File: config.mk
export PLATFORM = sky130hd
export DESIGN_NAME = input_p4_demux
export DESIGN_NICKNAME = d
export VERILOG_FILES = /design/src/rtl/input_p4_demux_pkg.sv /design/src/rtl/input_p4_classifier.sv /design/src/rtl/input_p4_demux.sv
export SDC_FILE = /design/constraint.sdc
export NUM_CORES = 1
export LEC_CHECK = 0
export ABC_AREA = 1
export CELL_PAD_IN_SITES_DETAIL_PLACEMENT = 1
export CELL_PAD_IN_SITES_GLOBAL_PLACEMENT = 2
export CORE_AREA = 2 2 475 477
export CTS_BUF_LIST = sky130_fd_sc_hd__clkbuf_16
export DETAILED_ROUTE_END_ITERATION = 12
export DIE_AREA = 0 0 477 479
export GPL_TIMING_DRIVEN = 1
export PLACE_DENSITY_LB_ADDON = 0.12
export SYNTH_ARGS = -nofsm -noshare
export SYNTH_HDL_FRONTEND = slang
export SYNTH_SLANG_ARGS = --single-unit
File: constraint.sdc
create_clock -name axis_aclk -period 1.8 [get_ports axis_aclk]
set_input_delay 0.36 -clock axis_aclk [delete_from_list [all_inputs] [get_ports axis_aclk]]
set_output_delay 0.36 -clock axis_aclk [all_outputs]
set_load 0.05 [all_outputs]
File: src/rtl/input_p4_demux_pkg.sv
// Shared types and constants for the input P4 demultiplexer.
package input_p4_demux_pkg;

    typedef enum logic [1:0] {
        StIdle = 2'd0,
        StFwd  = 2'd1,
        StDrop = 2'd2
    } state_e;

    localparam int unsigned MAC_LO       = 0;
    localparam int unsigned VLAN_TPID_LO = 96;
    // 0x8100 as it appears little-endian on the bus
    localparam logic [15:0] VLAN_TPID    = 16'h0081;

    localparam int unsigned SEL_MAC  = 0;
    localparam int unsigned SEL_VLAN = 1;

    function automatic int unsigned idx_width(input int unsigned n);
        return (n > 1) ? $clog2(n) : 1;
    endfunction

endpackage

File: src/rtl/input_p4_classifier.sv
// First-beat key extraction (dst MAC or VLAN ID) and lowest-index priority match.
module input_p4_classifier
    import input_p4_demux_pkg::*;
#(
    parameter int unsigned C_AXIS_DATA_WIDTH = 256,
    parameter int unsigned NUM_VS            = 4,
    parameter int unsigned SEL_MODE          = SEL_MAC,
    parameter int unsigned KEY_W             = 48,
    localparam int unsigned IDX_W            = idx_width(NUM_VS)
) (
    input  logic [C_AXIS_DATA_WIDTH-1:0] tdata,
    input  logic [NUM_VS*KEY_W-1:0]      match_table,
    input  logic [NUM_VS-1:0]            chan_enable,
    output logic                         hit,
    output logic [IDX_W-1:0]             idx
);

    logic [NUM_VS-1:0] match;
    logic              unused_bits;

    // Only a subset of the beat and table bits feed the compare in either mode
    assign unused_bits = ^{tdata, match_table};

    for (genvar k = 0; k < NUM_VS; k++) begin : g_match
        logic key_eq;
        if (SEL_MODE == SEL_VLAN) begin : g_vlan
            assign key_eq = (tdata[VLAN_TPID_LO +: 16] == VLAN_TPID) &&
                            (match_table[k*KEY_W +: 12] == {tdata[115:112], tdata[127:120]});
        end else begin : g_mac
            assign key_eq = (match_table[k*KEY_W +: KEY_W] == KEY_W'(tdata[MAC_LO +: 48]));
        end
        assign match[k] = chan_enable[k] && key_eq;
    end

    always_comb begin
        hit = 1'b0;
        idx = '0;
        for (int k = NUM_VS - 1; k >= 0; k--) begin
            if (match[k]) begin
                hit = 1'b1;
                idx = IDX_W'(k);
            end
        end
    end

endmodule

File: src/rtl/input_p4_demux.sv
// AXI4-Stream 1-to-NUM_VS packet demux: classify on first beat, stream packet to the
// selected virtual switch through a single output register, drop and count misses.
module input_p4_demux
    import input_p4_demux_pkg::*;
#(
    parameter int unsigned C_AXIS_DATA_WIDTH  = 256,
    parameter int unsigned C_AXIS_TUSER_WIDTH = 128,
    parameter int unsigned NUM_VS             = 4,
    parameter int unsigned SEL_MODE           = SEL_MAC,
    parameter int unsigned KEY_W              = 48
) (
    input  logic                            axis_aclk,
    input  logic                            axis_resetn,

    input  logic [C_AXIS_DATA_WIDTH-1:0]    s_axis_tdata,
    input  logic [C_AXIS_DATA_WIDTH/8-1:0]  s_axis_tkeep,
    input  logic [C_AXIS_TUSER_WIDTH-1:0]   s_axis_tuser,
    input  logic                            s_axis_tvalid,
    input  logic                            s_axis_tlast,
    output logic                            s_axis_tready,

    output logic [C_AXIS_DATA_WIDTH-1:0]    m_axis_tdata,
    output logic [C_AXIS_DATA_WIDTH/8-1:0]  m_axis_tkeep,
    output logic [C_AXIS_TUSER_WIDTH-1:0]   m_axis_tuser,
    output logic                            m_axis_tlast,
    output logic [NUM_VS-1:0]               m_axis_tvalid,
    input  logic [NUM_VS-1:0]               m_axis_tready,

    input  logic [NUM_VS*KEY_W-1:0]         match_table,
    input  logic [NUM_VS-1:0]               chan_enable,
    output logic [31:0]                     drop_cnt,
    output logic [NUM_VS*32-1:0]            fwd_cnt
);

    localparam int unsigned KEEP_W = C_AXIS_DATA_WIDTH / 8;
    localparam int unsigned IDX_W  = idx_width(NUM_VS);

    state_e                        state_q, state_d;
    logic [IDX_W-1:0]              sel_q, sel_d;
    logic                          rdy_en_q;

    logic [C_AXIS_DATA_WIDTH-1:0]  out_data_q;
    logic [KEEP_W-1:0]             out_keep_q;
    logic [C_AXIS_TUSER_WIDTH-1:0] out_user_q;
    logic                          out_last_q;
    logic                          out_valid_q;

    logic [31:0]                   drop_cnt_q;
    logic [31:0]                   fwd_cnt_q [NUM_VS];

    logic                          cls_hit;
    logic [IDX_W-1:0]              cls_idx;
    logic                          out_ready;
    logic                          drain;
    logic                          accept;
    logic                          load;
    logic                          drop_inc;

    input_p4_classifier #(
        .C_AXIS_DATA_WIDTH (C_AXIS_DATA_WIDTH),
        .NUM_VS            (NUM_VS),
        .SEL_MODE          (SEL_MODE),
        .KEY_W             (KEY_W)
    ) u_classifier (
        .tdata       (s_axis_tdata),
        .match_table (match_table),
        .chan_enable (chan_enable),
        .hit         (cls_hit),
        .idx         (cls_idx)
    );

    assign out_ready = m_axis_tready[sel_q];
    assign drain     = out_valid_q && out_ready;

    always_comb begin
        state_d       = state_q;
        sel_d         = sel_q;
        load          = 1'b0;
        drop_inc      = 1'b0;
        s_axis_tready = 1'b0;
        // rdy_en_q holds ready low in reset and until the first clock after release
        if (rdy_en_q) begin
            s_axis_tready = (state_q == StDrop) || !out_valid_q || out_ready;
        end
        accept = s_axis_tvalid && s_axis_tready;

        case (state_q)
            StIdle: begin
                if (accept) begin
                    if (cls_hit) begin
                        load  = 1'b1;
                        sel_d = cls_idx;
                        if (!s_axis_tlast) state_d = StFwd;
                    end else if (s_axis_tlast) begin
                        drop_inc = 1'b1;
                    end else begin
                        state_d = StDrop;
                    end
                end
            end
            StFwd: begin
                if (accept) begin
                    load = 1'b1;
                    if (s_axis_tlast) state_d = StIdle;
                end
            end
            StDrop: begin
                if (accept && s_axis_tlast) begin
                    drop_inc = 1'b1;
                    state_d  = StIdle;
                end
            end
            default: state_d = StIdle;
        endcase
    end

    always_ff @(posedge axis_aclk or negedge axis_resetn) begin
        if (!axis_resetn) begin
            state_q  <= StIdle;
            sel_q    <= '0;
            rdy_en_q <= 1'b0;
        end else begin
            state_q  <= state_d;
            sel_q    <= sel_d;
            rdy_en_q <= 1'b1;
        end
    end

    always_ff @(posedge axis_aclk or negedge axis_resetn) begin
        if (!axis_resetn) begin
            out_data_q  <= '0;
            out_keep_q  <= '0;
            out_user_q  <= '0;
            out_last_q  <= 1'b0;
            out_valid_q <= 1'b0;
        end else if (load) begin
            out_data_q  <= s_axis_tdata;
            out_keep_q  <= s_axis_tkeep;
            out_user_q  <= s_axis_tuser;
            out_last_q  <= s_axis_tlast;
            out_valid_q <= 1'b1;
        end else if (drain) begin
            out_valid_q <= 1'b0;
        end
    end

    always_ff @(posedge axis_aclk or negedge axis_resetn) begin
        if (!axis_resetn) begin
            drop_cnt_q <= '0;
        end else if (drop_inc && (drop_cnt_q != 32'hFFFF_FFFF)) begin
            drop_cnt_q <= drop_cnt_q + 32'd1;
        end
    end

    always_ff @(posedge axis_aclk or negedge axis_resetn) begin
        if (!axis_resetn) begin
            for (int k = 0; k < NUM_VS; k++) fwd_cnt_q[k] <= '0;
        end else begin
            for (int k = 0; k < NUM_VS; k++) begin
                if (drain && out_last_q && (sel_q == IDX_W'(k))) begin
                    fwd_cnt_q[k] <= fwd_cnt_q[k] + 32'd1;
                end
            end
        end
    end

    assign m_axis_tdata = out_data_q;
    assign m_axis_tkeep = out_keep_q;
    assign m_axis_tuser = out_user_q;
    assign m_axis_tlast = out_last_q;
    assign drop_cnt     = drop_cnt_q;

    for (genvar k = 0; k < NUM_VS; k++) begin : g_out
        assign m_axis_tvalid[k]       = out_valid_q && (sel_q == IDX_W'(k));
        assign fwd_cnt[k*32 +: 32]    = fwd_cnt_q[k];
    end

endmodule

## Word-level counts from Yosys, hierarchy flattened

Cells that the tools add are included.

| storage, ports and cells | value |
|---|---|
| output and inout port bits | 582 |
| bits in registers | 583 |
| bits of input ports | 620 |
| word-level logic and storage cells | 89 |

| cells by class | value |
|---|---|
| eq/ne operators | 15 |
| reductions and logical operators | 25 |
| muxes and demuxes | 30 |
| $lt $le $gt $ge | 1 |
| add/sub/neg operators | 5 |

Operators by type and width:

| kind | count |
|---|---|
| equality test 48 bit | 4 |
| adder 32 x 1 -> 32 bit (second input constant) | 5 |
| != test 32 bit (second input constant) | 1 |
| 2-to-1 mux 2 bit | 11 |
| logical AND 1 bit | 17 |
| 2-to-1 mux 1 bit | 15 |
| != test 2 bit (second input constant) | 4 |
| equality test 2 bit (second input constant) | 3 |
| one-hot mux 2 bit (3 select lines) | 1 |
| AND reduction 5 bit | 1 |
| equality test 2 x 1 -> 1 bit (second input constant) | 2 |
| zero test 2 bit | 2 |
| one-hot mux 1 bit (2 select lines) | 2 |
| < comparator 2 x 3 -> 1 bit (second input constant) | 1 |
| AND reduction 3 bit | 1 |
| binary-select mux 1 bit (select 2 bit) | 1 |
| logical OR 1 bit | 2 |
| != test 2 x 1 -> 1 bit (second input constant) | 1 |
| nonzero test 2 bit | 1 |
| zero test 1 bit | 1 |

## Logic depth before layout (Yosys ltp)

| logic depth | value |
|---|---|
| depth after elaboration | 10 |
| gate-level depth with buffers | 18 |
| gate-level depth less buffers | 15 |

## Modules after synthesis

From an unflattened synthesis, not the netlist that was laid out.

| second synthesis, totals | value |
|---|---|
| cell total of the unflattened synthesis | 4013 |
| area, all modules | 29708.5 um^2 |

Modules (own cells, without submodules):

| module | cells an instance | instances | area each (um^2) |
|---|---|---|---|
| input_p4_demux | 3378 | 1 | 26818.2 |
| input_p4_classifier | 635 | 1 | 2890.3 |

## Worst setup path before layout

Ideal clock, no wire load.

| timing path | value |
|---|---|
| kind | flip-flop to flip-flop |
| start point | register fwd_cnt_q (netlist bit fwd_cnt[96]) |
| end point | register fwd_cnt_q (netlist bit fwd_cnt[114]) |
| setup time | 0.120 ns |
| data arrival time | 2.202 ns |
| cell stages (with the launch flop) | 13 |
| data required time | 1.680 ns |
| period minus slack after synthesis | 2.321 ns |
| setup slack | -0.521 ns |
| buffers on the path | 0 |
| cell sequence | dfrtp_1 > ha_1 > inv_1 > nor3_1 > inv_1 > nor3_1 > nand2_1 > nor2_1 > nand3_1 > nor2_2 > nand2_1 > nand2_1 > nand2_1 |

| on the way | value |
|---|---|
| cells in the longest elaborated chain, start to end | 1 |

Ends and longest elaborated chain:

| element | RTL line | text |
|---|---|---|
| from (decl) | input_p4_demux.sv:49 | `logic [31:0] fwd_cnt_q [NUM_VS];` |
| from (signal, indexed assignment) | input_p4_demux.sv:161 | `fwd_cnt_q[k] <= fwd_cnt_q[k] + 32'd1;` |
| adder 32 x 1 -> 32 bit | input_p4_demux.sv:161 |  |

No other way between the ends.
A chain may end at the register's enable or synchronous reset.

## Worst setup path after layout

| timing path | value |
|---|---|
| start point | register sel_q[0] |
| end point | output s_axis_tready |

| on the way | value |
|---|---|
| cells in the longest elaborated chain, start to end | 4 |

Ends and longest elaborated chain:

| element | RTL line | text |
|---|---|---|
| from (decl) | input_p4_demux.sv:39 | `logic [IDX_W-1:0] sel_q, sel_d;` |
| from (signal assigned) | input_p4_demux.sv:124 | `sel_q <= sel_d;` |
| binary-select mux 1 bit (select 2 bit) | input_p4_demux.sv:72 | `assign out_ready = m_axis_tready[sel_q];` |
| 2-to-1 mux 1 bit (implied by the code) | input_p4_demux.sv:72 |  |
| logical OR 1 bit | input_p4_demux.sv:83 | `s_axis_tready = (state_q == StDrop) \|\| !out_valid_q \|\| out_ready;` |
| 2-to-1 mux 1 bit | input_p4_demux.sv:82 | `if (rdy_en_q) begin` |
| to (decl) | input_p4_demux.sv:20 | `output logic s_axis_tready,` |

No other way between the ends. The select of a mux whose other input is x is not followed.

==> impl_metrics.toml <==
[setup_path]
end_kind = "output pin"
reg2reg_slack_ns = -0.55
critical_path.startpoint_type = "flop"
worst_ep_arrival_time_ns = 2.04
worstPathMaxFanout = 4
critical_path.reg2reg.startpoint = "sel_q[1]"
path_class = "reg2out"
ff2ff_path_depth = 18
rr_endpoint = "m_axis_tdata[34]"
required_ns = 1.44

[pwr]
power.leakage_nw = 28.69
cellPowerDensity_nw_per_um2 = 622.3
irDropWorstVdd_mv = 0.6619

[clock_tree]
cts.reportedPaths.clkPinSlew_ns = 0.06
cts-htree-levels = 3
clock_tree.root_cell = "sky130_fd_sc_hd__clkbuf_16"
clock_path_buffers = 3
cts-buffers-inserted = 89
clock_insertion_delay_at_the_later_pin_of_the_skew_report_ns = 0.74
clock-sinks = 583
cts_tree = "done"

[grt]
grt_usage = 0.1903
global_route.overflow_total = 0
vias_in_the_first_global_route = 35937
grt_pass1_wl_um = 305200
grt_antenna_before_repair = 86
grt_start_max_net_pins = 83

[yosys]
post_synth_num_cell_types = 30
synthSimpleGateAreaFrac = 0.3470
netlist_area_um2 = 29080
muxShareOfSynthArea = 0
largest_family_of_logic_cells_by_synthesized_area = "simple AND/OR/NAND/NOR gates"
synth_compound_gate_area_share = 0.02564
synth-seq-area-share = 0.5017
synth_fa_ha_area_frac = 0.002151
synth_area_per_cell_um2 = 7.705
post_synth_xor_area_fraction = 0.05722
synth.net_count = 4399
yosys_warnings = 0
post_synth_inst_count = 3774
number_of_synthesized_register_bits = 583

[floorplanning]
die-width_um = 477
floorplan.initialDensity = 0.1301
die_height_um = 479
rows = 174
die_outline_area_um2 = 228500
design.portCount = 1202
coreArea_um2 = 223600

[detailed_routing]
topRoutingLayerUsed = "met5"
drcViolationCount = 0
met2RoutedLength_um = 113200
met1Wirelength_um = 92810
drt_wl_total_um = 224500
detail_route.iter0.violations = 1441
drt_pre_antenna_iters = 4
wl_per_cell_um = 25.74
drtAntennaViolNets = 0
post_drt_via_cell_ratio = 3.844
detailroute.via_count = 33543
routed-wl-met3_um = 12810

[timing]
finalSetupViolations = 667
finalWorstPathRequiredPeriod_ns = 2.396
post-route-worst-setup-slack_ns = -0.5958
clock.fmax_ghz = 0.4174
period_share = 1.331
holdWs_ns = 0.07616
max_slew_margin = 0.6297
timing_hold_violations_final = 0
unrepaired_setup_endpoints_after_global_routing = "true"
worst_max_slew_pin_slew_ns = 0.5512
slew_violations = 0
timing.clock.skew_ns = 0.06663

[hold_path]
hold_end = "m_axis_tdata[40]"
timing.hold.worst_path_depth = 4
hold_path.class = "in2reg"
min_from = "s_axis_tdata[40]"

[place]
placed_cells_incl_taps = 8384
dp_hpwl_um = 175500
io_buffer_count = 1201
gp_congestion = 0.8376

[cells_and_area]
layoutNonFillerInstCount = 8725
finalCoreUtilization = 0.2603
drive_above_1_share = 0.3739
final_nets = 6282
syn_to_layout_area_delta_pct = 100.1

[outcome]
violations = "setup timing"
run_status = "complete, but fails checks"

[run]
maxCapViolations = 0
-- synth_stat cells (all sizes together) --
cell / n / area (µm²)
dfrtp: 583 / 14590
inv: 253 / 949.7
nand3: 417 / 2097
clkinv: 1 / 3.750
xnor2: 84 / 735.7
nor3: 84 / 431.7
nor2: 237 / 904.6
nor4: 33 / 206.5
clkbuf: 26 / 97.59
nand4: 82 / 513.0
o21ai: 137 / 685.7
a21oi: 2 / 10.01
nor3b: 1 / 7.510
buf: 138 / 873.3
o22ai: 8 / 50.05
xor2: 106 / 928.4
ha: 5 / 62.56
conb: 1 / 3.750
nand3b: 2 / 15.01
nand2: 1574 / 5916
-- cell type report --
cell class | instances | area (µm²)
Timing Repair Buffer | 1955 | 20580
Antenna cell | 9 | 22.52
Sequential cell | 583 | 14610
Inverter | 254 | 979.7
Fill cell | 25829 | 165400
Multi-Input combinational cell | 2774 | 15520
Tap cell | 2992 | 3744
Clock inverter | 69 | 513.0
Clock buffer | 89 | 2227
-- worst max-delay path, cell delays in order (launching register included) --
cell,delay [ns]
sky130_fd_sc_hd__dfrtp_1,0.40
sky130_fd_sc_hd__inv_2,0.10
sky130_fd_sc_hd__nor2_2,0.04
sky130_fd_sc_hd__nand2_1,0.06
sky130_fd_sc_hd__nand4_1,0.11
sky130_fd_sc_hd__nor2_2,0.13
sky130_fd_sc_hd__nand2_1,0.07
sky130_fd_sc_hd__nand2_2,0.08
sky130_fd_sc_hd__clkinv_4,0.05
sky130_fd_sc_hd__buf_6,0.11
sky130_fd_sc_hd__buf_12,0.14
-- cell usage in the layout, fill, tap and decap left out, types with 5 or more instances in the layout --
cell type | Yosys | routed
sky130_fd_sc_hd__nor4_1 | 33 | 32
sky130_fd_sc_hd__xor2_1 | 106 | 104
sky130_fd_sc_hd__o21ai_1 | 55 | 61
sky130_fd_sc_hd__clkbuf_16 | 0 | 103
sky130_fd_sc_hd__xnor2_1 | 84 | 79
sky130_fd_sc_hd__inv_4 | 0 | 5
sky130_fd_sc_hd__buf_4 | 22 | 1017
sky130_fd_sc_hd__o21ai_0 | 82 | 48
sky130_fd_sc_hd__nor2_1 | 231 | 188
sky130_fd_sc_hd__nand3_1 | 415 | 224
sky130_fd_sc_hd__nand2_2 | 3 | 225
sky130_fd_sc_hd__buf_8 | 11 | 15
sky130_fd_sc_hd__nor2_2 | 6 | 30
sky130_fd_sc_hd__inv_2 | 39 | 44
sky130_fd_sc_hd__xnor2_2 | 0 | 5
sky130_fd_sc_hd__diode_2 | 0 | 9
sky130_fd_sc_hd__o21ai_2 | 0 | 23
sky130_fd_sc_hd__clkinv_2 | 0 | 10
sky130_fd_sc_hd__nand3_4 | 0 | 17
sky130_fd_sc_hd__clkbuf_2 | 0 | 6
sky130_fd_sc_hd__dfrtp_1 | 583 | 567
sky130_fd_sc_hd__dlygate4sd2_1 | 0 | 16
sky130_fd_sc_hd__buf_12 | 0 | 173
sky130_fd_sc_hd__buf_6 | 3 | 39
sky130_fd_sc_hd__clkdlybuf4s50_1 | 0 | 524
sky130_fd_sc_hd__o21ai_4 | 0 | 5
sky130_fd_sc_hd__nor2_4 | 0 | 19
sky130_fd_sc_hd__clkinv_1 | 1 | 18
sky130_fd_sc_hd__nand4_1 | 82 | 82
sky130_fd_sc_hd__buf_16 | 0 | 77
sky130_fd_sc_hd__nand3_2 | 2 | 176
sky130_fd_sc_hd__nand2_1 | 1571 | 1250
sky130_fd_sc_hd__nor3_1 | 83 | 76
sky130_fd_sc_hd__dfrtp_2 | 0 | 16
sky130_fd_sc_hd__dlymetal6s2s_1 | 0 | 69
sky130_fd_sc_hd__nand2_4 | 0 | 97
sky130_fd_sc_hd__nor3_2 | 0 | 5
sky130_fd_sc_hd__inv_1 | 214 | 229
-- routing by layer --
metal	vias to the layer above	GRT usage
met2	904	0.3402
met5	-	0
met4	68	0.04514
met3	314	0.04833
li1	15853	-
met1	16404	0.2263
-- worst max-delay path by stage --
stage / start / endpoint / slack, ns / cells after the start
after floorplan: fwd_cnt[34] / fwd_cnt[59] / -0.16 / 8
after global placement: s_axis_tdata[47] / m_axis_tdata[15] / -1.84 / 17
after detailed placement: s_axis_tdata[47] / m_axis_tdata[27] / -1.87 / 16
after CTS: sel_q[0] / s_axis_tready / -0.76 / 10
after global routing: sel_q[0] / s_axis_tready / -0.75 / 10
final: sel_q[0] / s_axis_tready / -0.60 / 10
-- metrics by stage --
stage	power (mW)	area, µm²	setup slack [ns]	TNS [ns]
after floorplan	14.96	30500	-0.1589	-37.02
after global placement	18.50	49490	-1.844	-850.63
after detailed placement	18.49	49490	-1.867	-865.70
after CTS	37.12	56050	-0.7619	-333.25
after global routing	37.92	58190	-0.7478	-319.10
final	36.22	58200	-0.5958	-225.39
-- where the power goes --
| part | leakage (nW) | switching [mW] | total (mW) | internal, mW |
|---|---|---|---|---|
| clock network | 1.43 | 7.54 | 17.1 | 9.55 |
| registers | 7.94 | 0.0582 | 13.2 | 13.2 |
| logic | 19.3 | 2.94 | 5.90 | 2.95 |
| total | 28.7 | 10.5 | 36.2 | 25.7 |
-- logic make-up after synthesis --
| logic type | count (synthesis) |
|---|---|
| other | 1 |
| XOR/XNOR | 190 |
| AND/OR/NAND/NOR | 2430 |
| buffers and inverters | 418 |
| flip-flops | 583 |
| AO/OA/AOI/OAI | 147 |
| adder cells (fa/ha/maj) | 5 |
-- repair_timing --
action | in CTS | in global routing
setup buffers | 74 | 51
hold endpoints to repair | 245 | 0
endpoints found under the setup margin | 779 | 759
gates resized for setup | 334 | 641
cloned | 72 | 15
pin swaps | 34 | 122
hold buffers | 1 | 0
-- sequential cells by signal, indices dropped and copies added, names as in the netlist --
register / count
drop_cnt: 32
fwd_cnt: 128
m_axis_tdata: 256
m_axis_tkeep: 32
m_axis_tlast: 1
m_axis_tuser: 128
out_valid_q: 1
rdy_en_q: 1
sel_q: 2
state_q: 2
Power figures use the tool's default switching activity.
